## src/rtl/pipeline_pkg.sv

```systemverilog
// ============================================================================
//  Module      : pipeline_pkg
//  Description : Shared types and constants for the ID/EX boundary of the
//                5-stage MIPS pipeline.
//  Revision    : 1.0  initial release
// ============================================================================
`default_nettype none

package pipeline_pkg;

    typedef struct packed {
        logic [1:0] wb_sel;
        logic       sext;
        logic       link;
        logic       mem_to_reg;
        logic       shift;
        logic       alu_imm;
        logic [3:0] alu_op;
        logic       mem_write;
        logic       mem_read;
    } ctrl_t;

    localparam int         CTRL_W  = $bits(ctrl_t);

    localparam logic [1:0] WB_NONE = 2'b00;
    localparam logic [1:0] WB_RA   = 2'b01;
    localparam logic [1:0] WB_RD   = 2'b10;
    localparam logic [1:0] WB_RT   = 2'b11;

    localparam logic [4:0] REG_RA  = 5'd31;

    localparam ctrl_t      CTRL_BUBBLE = '0;

    // Destination register selected by the write-back mode.
    function automatic logic [4:0] dst_decode(input logic [1:0] wb_sel,
                                              input logic [4:0] rt,
                                              input logic [4:0] rd);
        logic [4:0] dst;
        case (wb_sel)
            WB_RD:   dst = rd;
            WB_RT:   dst = rt;
            WB_RA:   dst = REG_RA;
            default: dst = 5'd0;
        endcase
        return dst;
    endfunction

endpackage

`default_nettype wire

```

## src/rtl/hazard_detect.sv

```systemverilog
// ============================================================================
//  Module      : hazard_detect
//  Description : Combinational load-use hazard check between the instruction
//                in ID and a load sitting in the EX register.
//  Revision    : 1.0  initial release
// ============================================================================
`default_nettype none

module hazard_detect (
    input  logic       id_valid_i,
    input  logic       id_shift_i,
    input  logic       id_link_i,
    input  logic       id_alu_imm_i,
    input  logic       id_mem_write_i,
    input  logic [4:0] id_rs_i,
    input  logic [4:0] id_rt_i,
    input  logic       ex_valid_i,
    input  logic       ex_mem_read_i,
    input  logic [4:0] ex_dst_i,
    output logic       hazard_o
);

    logic w_rs_used;
    logic w_rt_used;
    logic w_ex_load;

    // Shifts take their source from rt/shamt and jal has no register source;
    // stores read rt even though the ALU uses the immediate.
    assign w_rs_used = !id_shift_i && !id_link_i;
    assign w_rt_used = !id_alu_imm_i || id_mem_write_i;
    assign w_ex_load = ex_valid_i && ex_mem_read_i && (ex_dst_i != 5'd0);

    assign hazard_o = w_ex_load && id_valid_i &&
                      ((w_rs_used && (id_rs_i == ex_dst_i)) ||
                       (w_rt_used && (id_rt_i == ex_dst_i)));

endmodule

`default_nettype wire

```

## src/rtl/id_ex_stage.sv

```systemverilog
// ============================================================================
//  Module      : id_ex_stage
//  Description : ID/EX pipeline register with load-use bubble insertion,
//                downstream hold, branch flush and a bubble counter.
//  Revision    : 1.0  initial release
// ============================================================================
`default_nettype none

module id_ex_stage
    import pipeline_pkg::*;
#(
    parameter int XLEN  = 32,
    parameter int CNT_W = 32
) (
    input  logic              clk,
    input  logic              reset,
    input  logic              id_valid_i,
    input  logic [CTRL_W-1:0] id_ctrl_i,
    input  logic [31:0]       id_instr_i,
    input  logic [XLEN-1:0]   id_pc_i,
    input  logic [XLEN-1:0]   id_rs_val_i,
    input  logic [XLEN-1:0]   id_rt_val_i,
    input  logic              hold_i,
    input  logic              flush_i,
    output logic              id_stall_o,
    output logic              ex_valid_o,
    output logic [CTRL_W-1:0] ex_ctrl_o,
    output logic [XLEN-1:0]   ex_pc_o,
    output logic [XLEN-1:0]   ex_a_o,
    output logic [XLEN-1:0]   ex_b_o,
    output logic [XLEN-1:0]   ex_imm_o,
    output logic [4:0]        ex_shamt_o,
    output logic [4:0]        ex_rs_o,
    output logic [4:0]        ex_rt_o,
    output logic [4:0]        ex_dst_o,
    output logic [CNT_W-1:0]  bubble_cnt_o
);

    ctrl_t            w_id_ctrl;
    logic [4:0]       w_rs;
    logic [4:0]       w_rt;
    logic [4:0]       w_rd;
    logic [XLEN-1:0]  w_imm;
    logic             w_hazard;
    logic             unused_opcode;

    logic             ex_valid_q,   ex_valid_d;
    ctrl_t            ex_ctrl_q,    ex_ctrl_d;
    logic [XLEN-1:0]  ex_pc_q,      ex_pc_d;
    logic [XLEN-1:0]  ex_a_q,       ex_a_d;
    logic [XLEN-1:0]  ex_b_q,       ex_b_d;
    logic [XLEN-1:0]  ex_imm_q,     ex_imm_d;
    logic [4:0]       ex_shamt_q,   ex_shamt_d;
    logic [4:0]       ex_rs_q,      ex_rs_d;
    logic [4:0]       ex_rt_q,      ex_rt_d;
    logic [4:0]       ex_dst_q,     ex_dst_d;
    logic [CNT_W-1:0] bubble_cnt_q, bubble_cnt_d;

    assign w_id_ctrl     = ctrl_t'(id_ctrl_i);
    assign w_rs          = id_instr_i[25:21];
    assign w_rt          = id_instr_i[20:16];
    assign w_rd          = id_instr_i[15:11];
    assign unused_opcode = &{1'b0, id_instr_i[31:26]};
    assign w_imm         = w_id_ctrl.sext ? {{(XLEN-16){id_instr_i[15]}}, id_instr_i[15:0]}
                                          : {{(XLEN-16){1'b0}},           id_instr_i[15:0]};

    hazard_detect u_hazard_detect (
        .id_valid_i     (id_valid_i),
        .id_shift_i     (w_id_ctrl.shift),
        .id_link_i      (w_id_ctrl.link),
        .id_alu_imm_i   (w_id_ctrl.alu_imm),
        .id_mem_write_i (w_id_ctrl.mem_write),
        .id_rs_i        (w_rs),
        .id_rt_i        (w_rt),
        .ex_valid_i     (ex_valid_q),
        .ex_mem_read_i  (ex_ctrl_q.mem_read),
        .ex_dst_i       (ex_dst_q),
        .hazard_o       (w_hazard)
    );

    // A flush kills the ID instruction, so it never needs to wait.
    assign id_stall_o = !flush_i && (hold_i || w_hazard);

    always_comb begin
        ex_valid_d   = ex_valid_q;
        ex_ctrl_d    = ex_ctrl_q;
        ex_pc_d      = ex_pc_q;
        ex_a_d       = ex_a_q;
        ex_b_d       = ex_b_q;
        ex_imm_d     = ex_imm_q;
        ex_shamt_d   = ex_shamt_q;
        ex_rs_d      = ex_rs_q;
        ex_rt_d      = ex_rt_q;
        ex_dst_d     = ex_dst_q;
        bubble_cnt_d = bubble_cnt_q;

        if (flush_i || (!hold_i && w_hazard)) begin
            ex_valid_d = 1'b0;
            ex_ctrl_d  = CTRL_BUBBLE;
            ex_pc_d    = '0;
            ex_a_d     = '0;
            ex_b_d     = '0;
            ex_imm_d   = '0;
            ex_shamt_d = '0;
            ex_rs_d    = '0;
            ex_rt_d    = '0;
            ex_dst_d   = '0;
            if (!flush_i && (bubble_cnt_q != {CNT_W{1'b1}})) begin
                bubble_cnt_d = bubble_cnt_q + CNT_W'(1);
            end
        end else if (!hold_i) begin
            ex_valid_d = id_valid_i;
            ex_ctrl_d  = id_valid_i ? w_id_ctrl : CTRL_BUBBLE;
            ex_pc_d    = id_pc_i;
            ex_a_d     = id_rs_val_i;
            ex_b_d     = id_rt_val_i;
            ex_imm_d   = w_imm;
            ex_shamt_d = id_instr_i[10:6];
            ex_rs_d    = w_rs;
            ex_rt_d    = w_rt;
            ex_dst_d   = id_valid_i ? dst_decode(w_id_ctrl.wb_sel, w_rt, w_rd) : 5'd0;
        end
    end

    always_ff @(posedge clk) begin
        if (reset) begin
            ex_valid_q   <= 1'b0;
            ex_ctrl_q    <= CTRL_BUBBLE;
            ex_pc_q      <= '0;
            ex_a_q       <= '0;
            ex_b_q       <= '0;
            ex_imm_q     <= '0;
            ex_shamt_q   <= '0;
            ex_rs_q      <= '0;
            ex_rt_q      <= '0;
            ex_dst_q     <= '0;
            bubble_cnt_q <= '0;
        end else begin
            ex_valid_q   <= ex_valid_d;
            ex_ctrl_q    <= ex_ctrl_d;
            ex_pc_q      <= ex_pc_d;
            ex_a_q       <= ex_a_d;
            ex_b_q       <= ex_b_d;
            ex_imm_q     <= ex_imm_d;
            ex_shamt_q   <= ex_shamt_d;
            ex_rs_q      <= ex_rs_d;
            ex_rt_q      <= ex_rt_d;
            ex_dst_q     <= ex_dst_d;
            bubble_cnt_q <= bubble_cnt_d;
        end
    end

    assign ex_valid_o   = ex_valid_q;
    assign ex_ctrl_o    = ex_ctrl_q;
    assign ex_pc_o      = ex_pc_q;
    assign ex_a_o       = ex_a_q;
    assign ex_b_o       = ex_b_q;
    assign ex_imm_o     = ex_imm_q;
    assign ex_shamt_o   = ex_shamt_q;
    assign ex_rs_o      = ex_rs_q;
    assign ex_rt_o      = ex_rt_q;
    assign ex_dst_o     = ex_dst_q;
    assign bubble_cnt_o = bubble_cnt_q;

endmodule

`default_nettype wire

```

## config.mk

```make
export PLATFORM = sky130hd
export DESIGN_NAME = id_ex_stage
export DESIGN_NICKNAME = d
export VERILOG_FILES = /design/src/rtl/pipeline_pkg.sv /design/src/rtl/hazard_detect.sv /design/src/rtl/id_ex_stage.sv
export SDC_FILE = /design/constraint.sdc
export NUM_CORES = 1
export LEC_CHECK = 0
export CORE_AREA = 2 2 132 134
export CTS_BUF_LIST = sky130_fd_sc_hd__clkbuf_8
export DETAILED_ROUTE_END_ITERATION = 10
export DIE_AREA = 0 0 134 136
export GPL_TIMING_DRIVEN = 0
export PLACE_DENSITY = 0.82
export SLEW_MARGIN = 20
export SYNTH_ARGS = -nofsm -noshare
export SYNTH_HDL_FRONTEND = slang
export SYNTH_HIERARCHICAL = 1
export SYNTH_SLANG_ARGS = --single-unit
```

## constraint.sdc

```tcl
create_clock -name clk -period 6.8 [get_ports clk]
set_input_delay 1.02 -clock clk [delete_from_list [all_inputs] [get_ports clk]]
set_output_delay 1.02 -clock clk [all_outputs]
set_load 0.005 [all_outputs]
```

=== Word-level counts from Yosys, hierarchy flattened ===
Index checks and enable logic that the tools add are counted.

* Register bits: 194
* Output and inout port bits: 195
* Logic and storage cells: 52

* Add/subtract/negate cells: 1
* Eq/ne operators: 6
* Muxes and demuxes: 4
* Reductions and logical operators: 22

{| class="wikitable"
|+ Operators with widths
! operator !! number
|-
| adder 32 x 1 -> 32 bit, second input constant || 1
|-
| two-way mux 32 bit || 1
|-
| inequality test 32 bit, second input constant || 1
|-
| one-hot mux 5 bit (3 select lines) || 1
|-
| two-way mux 13 bit || 1
|-
| == test 5 bit || 2
|-
| logical AND 1 bit || 10
|-
| logical NOT 1 bit || 5
|-
| two-way mux 5 bit || 1
|-
| nonzero test 5 bit || 1
|-
| == test 2 bit, second input constant || 2
|-
| logical OR 1 bit || 4
|-
| == test 2 x 1 -> 1 bit, second input constant || 1
|-
| AND reduction 2 bit || 1
|-
| OR reduction 2 bit || 1
|}

=== Depth between registers and ports, before layout ===
Gate-level depths: netlist (run 1).

* Depth after elaboration: 8
* Mapped depth: 11
* Mapped depth without buffers: 9

=== Hierarchy ===
Netlist (run 1), hierarchy kept.

{| class="wikitable"
|+ Modules (own cells, without submodules)
! module !! instances !! cells an instance !! area an instance (µm²) !! sequential area each (µm²)
|-
| id_ex_stage || 1 || 696 || 6821.5 || 3483.3
|-
| hazard_detect || 1 || 18 || 140.1 || 0.0
|}

=== Worst setup path before layout (run 1) ===
OpenSTA, ideal clock, no wires.

* Path kind: input to register
* From: input id_instr_i[22]
* To: register bubble_cnt_q[10] (netlist: bubble_cnt_o[10])
* Setup time: 0.139 ns
* Arrival: 3.239 ns
* Required time: 6.661 ns
* Path slack: 3.422 ns
* Cell stages on the path: 11
* Path buffers: 2
* Cells stage by stage: xnor2_1 -> nand4_1 -> or4_1 -> a21oi_1 -> nor2b_1 -> nor2b_1 -> o31ai_4 -> buf_6 -> buf_12 -> o31ai_1 -> a21oi_2

* Longest elaborated chain between the ends: 7

{| class="wikitable"
|+ RTL lines
! what !! RTL line !! source
|-
| start: declaration || id_ex_stage.sv:19 || <nowiki>input logic [31:0] id_instr_i,</nowiki>
|-
| == test 5 bit || hazard_detect.sv:34 || <nowiki>((w_rs_used && (id_rs_i == ex_dst_i)) ||</nowiki>
|-
| logical AND 1 bit || hazard_detect.sv:34 ||
|-
| logical OR 1 bit || hazard_detect.sv:34 ||
|-
| logical AND 1 bit || hazard_detect.sv:33 || <nowiki>assign hazard_o = w_ex_load && id_valid_i &&</nowiki>
|-
| net w_hazard || id_ex_stage.sv:44 || <nowiki>logic w_hazard;</nowiki>
|-
| logical AND 1 bit || id_ex_stage.sv:97 || <nowiki>if (flush_i || (!hold_i && w_hazard)) begin</nowiki>
|-
| logical OR 1 bit || id_ex_stage.sv:97 ||
|-
| AND reduction 2 bit (no source line) || n/a ||
|-
| end signal: assignment || id_ex_stage.sv:149 || <nowiki>bubble_cnt_q <= bubble_cnt_d;</nowiki>
|-
| end: declaration || id_ex_stage.sv:57 || <nowiki>logic [CNT_W-1:0] bubble_cnt_q, bubble_cnt_d;</nowiki>
|}

The timed path passes the listed nets, and every way through them passes these cells.
A chain may end at the register's enable or synchronous reset.

=== Worst setup path after layout (run 1) ===
* From: input hold_i
* To: output id_stall_o

* Longest elaborated chain between the ends: 2

{| class="wikitable"
|+ RTL lines
! what !! RTL line !! source
|-
| start: declaration || id_ex_stage.sv:23 || <nowiki>input logic hold_i,</nowiki>
|-
| logical OR 1 bit || id_ex_stage.sv:82 || <nowiki>assign id_stall_o = !flush_i && (hold_i || w_hazard);</nowiki>
|-
| logical AND 1 bit || id_ex_stage.sv:82 ||
|-
| end: declaration || id_ex_stage.sv:25 || <nowiki>output logic id_stall_o,</nowiki>
|}

No other way between the ends.

==> summary.md, run 1 <==
| Metric | Value |
|---|---|
| Power consumption | `2.08 mW` |
| Synth Area in Adders | `0.00180` |
| Seq pwr share | `0.509` |
| PD cells | `189 nW/um2` |
| Arr. time, crit path | `3.66 ns` |
| Vias in the first global route | `6134` |
| Netlist area before placement | `6960 um2` |
| Number of post-CTS setup repair buffers | `0` |
| CP Max Fanout | `10` |
| Internal power | `1.58 mW` |
| Fillers | `1366` |
| Final setup violation count | `0` |
| Synth unique cells | `47` |
| Setup_tns | `0 ns` |
| Slew Viols, Final | `0` |
| Syn Area/Cell | `9.75 um2` |
| Fraction of the mapped netlist area in compound gates | `0.0863` |
| Crit path time final | `4.68 ns` |
| Initial antenna violation count | `0` |
| Die W | `134 um` |
| Max Clk Rate | `0.214 GHz` |
| Port Buffers | `333` |
| Worst VDD drop | `0.139 mV` |
| CORE AREA | `16900 um2` |
| Post-cts hold buffer count | `0` |
| First-pass GRT wire length | `32900 um` |
| Placed Area | `10600 um2` |
| Most common cell after layout, fill and taps aside | `clkdlybuf4s50_1` |
| Cts bufs inserted | `17` |
| Crit Path Class | `in2out` |
| CTS tree | `done` |
| Worst Hold Class | `reg2reg` |
| Detail Route Antenna Nets | `0` |
| Post-CTS Resized | `0` |
| WL per Instance | `16.8 um` |
| Clock skew | `0.0178 ns` |
| Fin crit share | `0.688` |
| GRT Overall Usage | `0.235` |
| P_leak | `4.19 nW` |
| Unrepaired setup endpoints after global routing | `no` |
| Starting density of the core | `0.413` |
| CTS sink count | `174` |
| Register bit total from synthesis | `174` |
| Fin cells | `1304` |
| Seq/Total Area, Yosys | `0.500` |
| Post-Synth Simple-Gate Area | `0.167` |
| Post-DP HPWL | `16900 um` |
| Cells after DPL | `1272` |
| Hold Violations, Final | `0` |
| Antenna diode instance count | `0` |
| Floorplan row count | `48` |
| Xor and xnor area share after synthesis | `0.0189` |
| Ys Warns | `6` |
| Root buf cell | `clkbuf_8` |
| Slew HR | `0.449` |
| Largest family of logic cells by synthesized area | `multiplexers` |
| Switching power | `0.500 mW` |
| Drt pass-1 iters | `4` |
| Type of origin of the critical path | `primary input` |
| Largest net degree at the start of global routing | `18` |
| Most frequent cells in the layout | `clkdlybuf4s50_1 (333), dfxtp_1 (174), nor2_1 (148)` |
| Element type at the critical path end | `output pin` |
| Logic gate share of total power | `0.128` |
| Full die area | `18200 um2` |
| Synthesized Nets | `861` |
| Status | `complete, no violations` |
| Total gr overflow | `0` |
| Worst Path Required | `5.78 ns` |
| Via-to-Cell Ratio | `4.97` |
| Worst Max-Slew Pin Slew | `0.826 ns` |
| Top-Level Pins | `341` |
| CTS H-tree depth | `4` |
| Clock transition at path regs | `0.08 ns` |
| Worst-skew pair later-pin latency | `0.47 ns` |
| Mux contribution to synthesized area | `0.174` |
| Die H | `136 um` |
| Total Wirelength | `21900 um` |
| Synth Instances | `714` |
| Net count, final | `1213` |
| Area grow syn2layout | `57.9%` |
| Drc violations | `0` |
| Sw frac | `0.240` |
| Clock buffer depth | `2` |
| Finished Core Util | `0.651` |
| Max Cap Viol | `0` |
| Initial DRC Count | `255` |
| Design Area, Final | `11000 um2` |
| Layout cells sized above 1 | `0.0658` |
| Vias | `6485` |
| Clock power share | `0.364` |
| GP Congestion | `0.866` |
## final timing paths
check / start / to / slack [ns] / cells after the start
worst min-delay path: ex_imm_o[15] / ex_imm_o[15] / 0.50 / 2
worst max-delay path: hold_i / id_stall_o / 2.12 / 7
worst min register to register: ex_imm_o[15] / ex_imm_o[15] / 0.50 / 2
worst max register to register: ex_dst_o[4] / bubble_cnt_o[8] / 3.31 / 11
## per-stage QoR
stage                     setup WS, ns  hold WS, ns
final                             2.12        0.498
after global routing              1.85        0.532
after CTS                         2.01        0.501
after detailed placement          2.02        0.483
after global placement            2.01        0.470
after floorplan                   3.42        0.485
## metal layers
metal / up-vias / routed length [um] / GRT usage
met5: - / 0 / 0
met4: 0 / 555 / 0.0940
met3: 38 / 1870 / 0.0858
li1: 3167 / - / -
met2: 252 / 10800 / 0.403
met1: 3028 / 8750 / 0.268
## flip-flops by register name, indices dropped and copies added (netlist names)
register and cells:
ex_pc_o 32, ex_valid_o 1, ex_rt_o 5, ex_b_o 32, ex_ctrl_o 13, ex_rs_o 5, ex_dst_o 5, ex_imm_o 17
bubble_cnt_o 32, ex_a_o 32
## power by group through the flow
stage | registers (mW) | logic, mW | clock network [mW]
floorplan | 1.08 | 0.0964 | 0
global placement | 1.08 | 0.264 | 0
detailed placement | 1.08 | 0.266 | 0
CTS | 1.06 | 0.268 | 0.776
global route | 1.06 | 0.286 | 0.816
finish | 1.06 | 0.266 | 0.757
## Yosys cell counts, drive strengths merged
cell type / instances / share of area
a21oi: 31 / 0.028
a22oi: 13 / 0.014
a311oi: 1 / 0.0013
a31o: 1 / 0.0013
a31oi: 5 / 0.0045
and2: 5 / 0.0045
and3: 3 / 0.0027
and4: 6 / 0.0075
buf: 29 / 0.031
clkbuf: 34 / 0.018
dfxtp: 174 / 0.50
ha: 1 / 0.0018
inv: 4 / 0.0022
mux2i: 121 / 0.17
nand2: 25 / 0.014
nand2b: 2 / 0.0018
nand3: 13 / 0.0093
nand4: 10 / 0.0099
nand4b: 3 / 0.0038
nor2: 148 / 0.080
nor2b: 4 / 0.0036
nor3b: 1 / 0.0011
nor4: 1 / 0.00090
o2111ai: 1 / 0.0013
o211ai: 2 / 0.0022
o21ai: 20 / 0.015
o311ai: 1 / 0.0038
o31a: 1 / 0.0013
o31ai: 9 / 0.012
o41ai: 2 / 0.0025
or2: 1 / 0.00090
or3: 16 / 0.014
or4: 10 / 0.011
or4b: 1 / 0.0014
xnor2: 8 / 0.010
xor2: 7 / 0.0088
## worst max-delay path, stage by stage
cell and delay (ns):
clkdlybuf4s50_1 0.47, clkbuf_1 0.44, buf_1 0.53, clkbuf_1 0.42, nor2_1 0.10, nor2_1 0.11, clkdlybuf4s50_1 0.56
## area by class of cell
| type | count | area (um2) | area share |
|---|---|---|---|
| timing repair buffer | 333 | 3330 | 0.303 |
| buffer | 63 | 347 | 0.0315 |
| tap | 225 | 282 | 0.0256 |
| sequential | 174 | 3480 | 0.317 |
| clock inverter | 14 | 165 | 0.0150 |
| clock buffer | 18 | 248 | 0.0225 |
| multi-input combinational | 473 | 3120 | 0.284 |
| inverter | 4 | 15.0 | 0.00137 |
## cell families after synthesis
logic type / count (synthesis)
AOI/OAI and AO/OA: 87
xor gates and xnor gates: 15
adders and majority gates: 1
buffers and inverters: 67
DFF: 174
muxes: 121
and+or+nand+nor: 249
Power figures use the tool's default switching activity.
==> run 2: changes to the inputs <==
--- a/config.mk
+++ b/config.mk
@@ -5,12 +5,12 @@
 export SDC_FILE = /design/constraint.sdc
 export NUM_CORES = 1
 export LEC_CHECK = 0
-export CORE_AREA = 2 2 132 134
+export CORE_MARGIN = 2
+export CORE_UTILIZATION = 42
 export CTS_BUF_LIST = sky130_fd_sc_hd__clkbuf_8
 export DETAILED_ROUTE_END_ITERATION = 10
-export DIE_AREA = 0 0 134 136
 export GPL_TIMING_DRIVEN = 0
-export PLACE_DENSITY = 0.82
+export PLACE_DENSITY = 0.83
 export SLEW_MARGIN = 20
 export SYNTH_ARGS = -nofsm -noshare
 export SYNTH_HDL_FRONTEND = slang
==> constraint.sdc (replaced) <==
create_clock -name clk -period 4.6 [get_ports clk]
set_input_delay 0.69 -clock clk [delete_from_list [all_inputs] [get_ports clk]]
set_output_delay 0.69 -clock clk [all_outputs]
set_load 0.005 [all_outputs]
==> summary.md, run 2 (synthesized netlist as in run 1, its figures left out) <==
| Metric | Value |
|---|---|
| Status | `complete, no violations (unchanged)` |
| Largest delay share family, worst path | `buffers and inverters (unchanged)` |
| Floorplan row count | `47 (was 48)` |
| Switching power | `0.723 mW (was 0.500 mW)` |
| Slew Viols, Final | `0 (unchanged)` |
| Slew HR | `0.460 (was 0.449)` |
| Crit path time final | `4.06 ns` |
| WHS | `0.501 ns (was 0.498 ns)` |
| Crit-path cells | `clkdlybuf4s50_1, clkbuf_1, buf_1, clkbuf_1, nor2_1, nor2_1, clkdlybuf4s50_1 (unchanged)` |
| Starting density of the core | `0.424 (was 0.413)` |
| Drc violations | `0 (unchanged)` |
| Logic gate share of total power | `0.130 (was 0.128)` |
| Total Wirelength | `21900 um (about the same)` |
| Worst Hold Class | `reg2reg (unchanged)` |
| Drt pass-1 iters | `4 (unchanged)` |
| Worst Max-Slew Pin Slew | `0.810 ns (was 0.826 ns)` |
| Initial antenna violation count | `0 (unchanged)` |
| Type of origin of the critical path | `primary input (unchanged)` |
| Worst path bufs/invs | `5 (unchanged)` |
| Die H | `133 um (was 136 um)` |
| Clock power share | `0.350 (was 0.364)` |
| Root buf cell | `clkbuf_8 (unchanged)` |
| Post-CTS Resized | `0 (unchanged)` |
| Slowest-stage cell, CP | `buf_1 (was clkdlybuf4s50_1)` |
| Total gr overflow | `0 (unchanged)` |
| Post-cts hold buffer count | `0 (unchanged)` |
| CTS H-tree depth | `4 (unchanged)` |
| Hold Violations, Final | `0 (unchanged)` |
| Worst-skew pair later-pin latency | `0.45 ns (was 0.47 ns)` |
| Worst Path Required | `3.91 ns (was 5.78 ns)` |
| WL per Instance | `16.9 um (was 16.8 um)` |
| Fillers | `1307 (was 1366)` |
| Cts bufs inserted | `17 (unchanged)` |
| Area grow syn2layout | `57.3% (was 57.9%)` |
| Initial DRC Count | `266 (was 255)` |
| Crit Path Class | `in2out (unchanged)` |
| Via-to-Cell Ratio | `4.98 (was 4.97)` |
| Worst VDD drop | `0.210 mV (was 0.139 mV)` |
| CP Max Fanout | `10 (unchanged)` |
| Placed Area | `10600 um2 (about the same)` |
| Max Clk Rate | `0.246 GHz` |
| Most frequent cells in the layout | `clkdlybuf4s50_1 (333), dfxtp_1 (174), nor2_1 (148) (unchanged)` |
| Vias in the first global route | `6482 (was 6134)` |
| Number of post-CTS setup repair buffers | `0 (unchanged)` |
| Clock transition at path regs | `0.09 ns (was 0.08 ns)` |
| Antenna diode instance count | `0 (unchanged)` |
| CTS sink count | `174 (unchanged)` |
| Design Area, Final | `11000 um2 (about the same)` |
| Arr. time, crit path | `3.37 ns (was 3.66 ns)` |
| Top-Level Pins | `341 (unchanged)` |
| Finished Core Util | `0.668 (was 0.651)` |
| Internal power | `2.29 mW (was 1.58 mW)` |
| CTS tree | `done (unchanged)` |
| Most common cell after layout, fill and taps aside | `clkdlybuf4s50_1 (unchanged)` |
| Max Cap Viol | `0 (unchanged)` |
| Largest net degree at the start of global routing | `18 (unchanged)` |
| Element type at the critical path end | `output pin (unchanged)` |
| GP Congestion | `0.859 (was 0.866)` |
| Clock skew | `0.0197 ns (was 0.0178 ns)` |
| Setup_tns | `0 ns (unchanged)` |
| Vias | `6455 (was 6485)` |
| First-pass GRT wire length | `34600 um (was 32900 um)` |
| GRT Overall Usage | `0.249 (was 0.235)` |
| P_leak | `4.17 nW (was 4.19 nW)` |
| Detail Route Antenna Nets | `0 (unchanged)` |
| Clock buffer depth | `2 (unchanged)` |
| Fin crit share | `0.883` |
| Net count, final | `1213 (unchanged)` |
| Sw frac | `0.240 (about the same)` |
| PD cells | `275 nW/um2 (was 189 nW/um2)` |
| Unrepaired setup endpoints after global routing | `no (unchanged)` |
| Die W | `133 um (was 134 um)` |
| CORE AREA | `16400 um2 (was 16900 um2)` |
| Final setup violation count | `0 (unchanged)` |
| Seq pwr share | `0.520 (was 0.509)` |
| Layout cells sized above 1 | `0.0659 (was 0.0658)` |
| Post-DP HPWL | `17000 um (was 16900 um)` |
| Port Buffers | `333 (unchanged)` |
| Worst stage delay on the critical path | `0.59 ns (was 0.56 ns)` |
| Full die area | `17600 um2 (was 18200 um2)` |
==> run 2: cell count changes in the layout (fill, tap and decap cells not counted), sizes merged <==
cell    delta
inv        -5
clkbuf     +1
bufinv     -1
clkinv     +3
==> run 2: through the flow <==
step           setup WS [ns]  std cells  power [mW]
6_report               0.539       1297        3.01
5_1_grt                0.323       1297        3.13
4_1_cts                0.424       1297        3.04
3_5_place_dp           0.390       1267        1.99
3_3_place_gp           0.391       1267        1.99
2_1_floorplan           1.55        714        1.75
==> run 2: area by class of cell <==
| type | instances | area, um2 | share of cell area |
|---|---|---|---|
| Buffer | 63 | 347 | 0.0316 |
| Clock buffer | 19 | 262 | 0.0239 |
| Clock inverter | 11 | 120 | 0.0110 |
| Inverter | 4 | 15.0 | 0.00137 |
| Multi-Input combinational cell | 473 | 3120 | 0.285 |
| Sequential cell | 174 | 3480 | 0.318 |
| Tap cell | 220 | 275 | 0.0251 |
| Timing Repair Buffer | 333 | 3330 | 0.304 |
==> run 2: worst register-to-register path, stage by stage, from the launching register on <==
cell	delay (ns)
dfxtp_1	0.49
xnor2_1	0.17
nand4_1	0.15
or4_1	0.49
a21oi_1	0.29
nor2b_1	0.19
nor2b_1	0.63
o31ai_4	0.25
buf_6	0.22
buf_12	0.14
o31ai_1	0.25
a21oi_2	0.08
==> run 2: path summary, 6_finish.rpt <==
| check | startpoint | end | slack (ns) | cells after the start |
|---|---|---|---|---|
| worst min-delay path | ex_pc_o[25] | ex_pc_o[25] | 0.50 | 2 |
| worst max-delay path | hold_i | id_stall_o | 0.54 | 7 |
| worst min register to register | ex_pc_o[25] | ex_pc_o[25] | 0.50 | 2 |
| worst max register to register | ex_dst_o[2] | bubble_cnt_o[8] | 1.15 | 11 |
==> run 2: power by group through the flow <==
stage                     sequential [mW]  combinational, mW  clock [mW]
after CTS                            1.57              0.395        1.08
after global routing                 1.57              0.423        1.13
after floorplan                      1.60              0.142           0
final                                1.57              0.391        1.06
after detailed placement             1.60              0.393           0
after global placement               1.60              0.387           0
==> run 2: per-layer routing <==
layer / vias to the layer above / wire length [um] / GRT usage
met5: - / 0 / 0
met1: 3014 / 8840 / 0.288
li1: 3166 / - / -
met2: 240 / 10800 / 0.422
met4: 0 / 597 / 0.0866
met3: 35 / 1720 / 0.0950
==> run 3: changes to the inputs <==
--- a/config.mk
+++ b/config.mk
@@ -11,7 +11,8 @@
 export DETAILED_ROUTE_END_ITERATION = 10
 export GPL_TIMING_DRIVEN = 0
 export PLACE_DENSITY = 0.83
-export SLEW_MARGIN = 20
+export SKIP_LAST_GASP = 1
+export SLEW_MARGIN = 10
 export SYNTH_ARGS = -nofsm -noshare
 export SYNTH_HDL_FRONTEND = slang
 export SYNTH_HIERARCHICAL = 1
==> results of run 3 <==
Same layout as run 2: the final DEF is identical, and so are final timing and power.
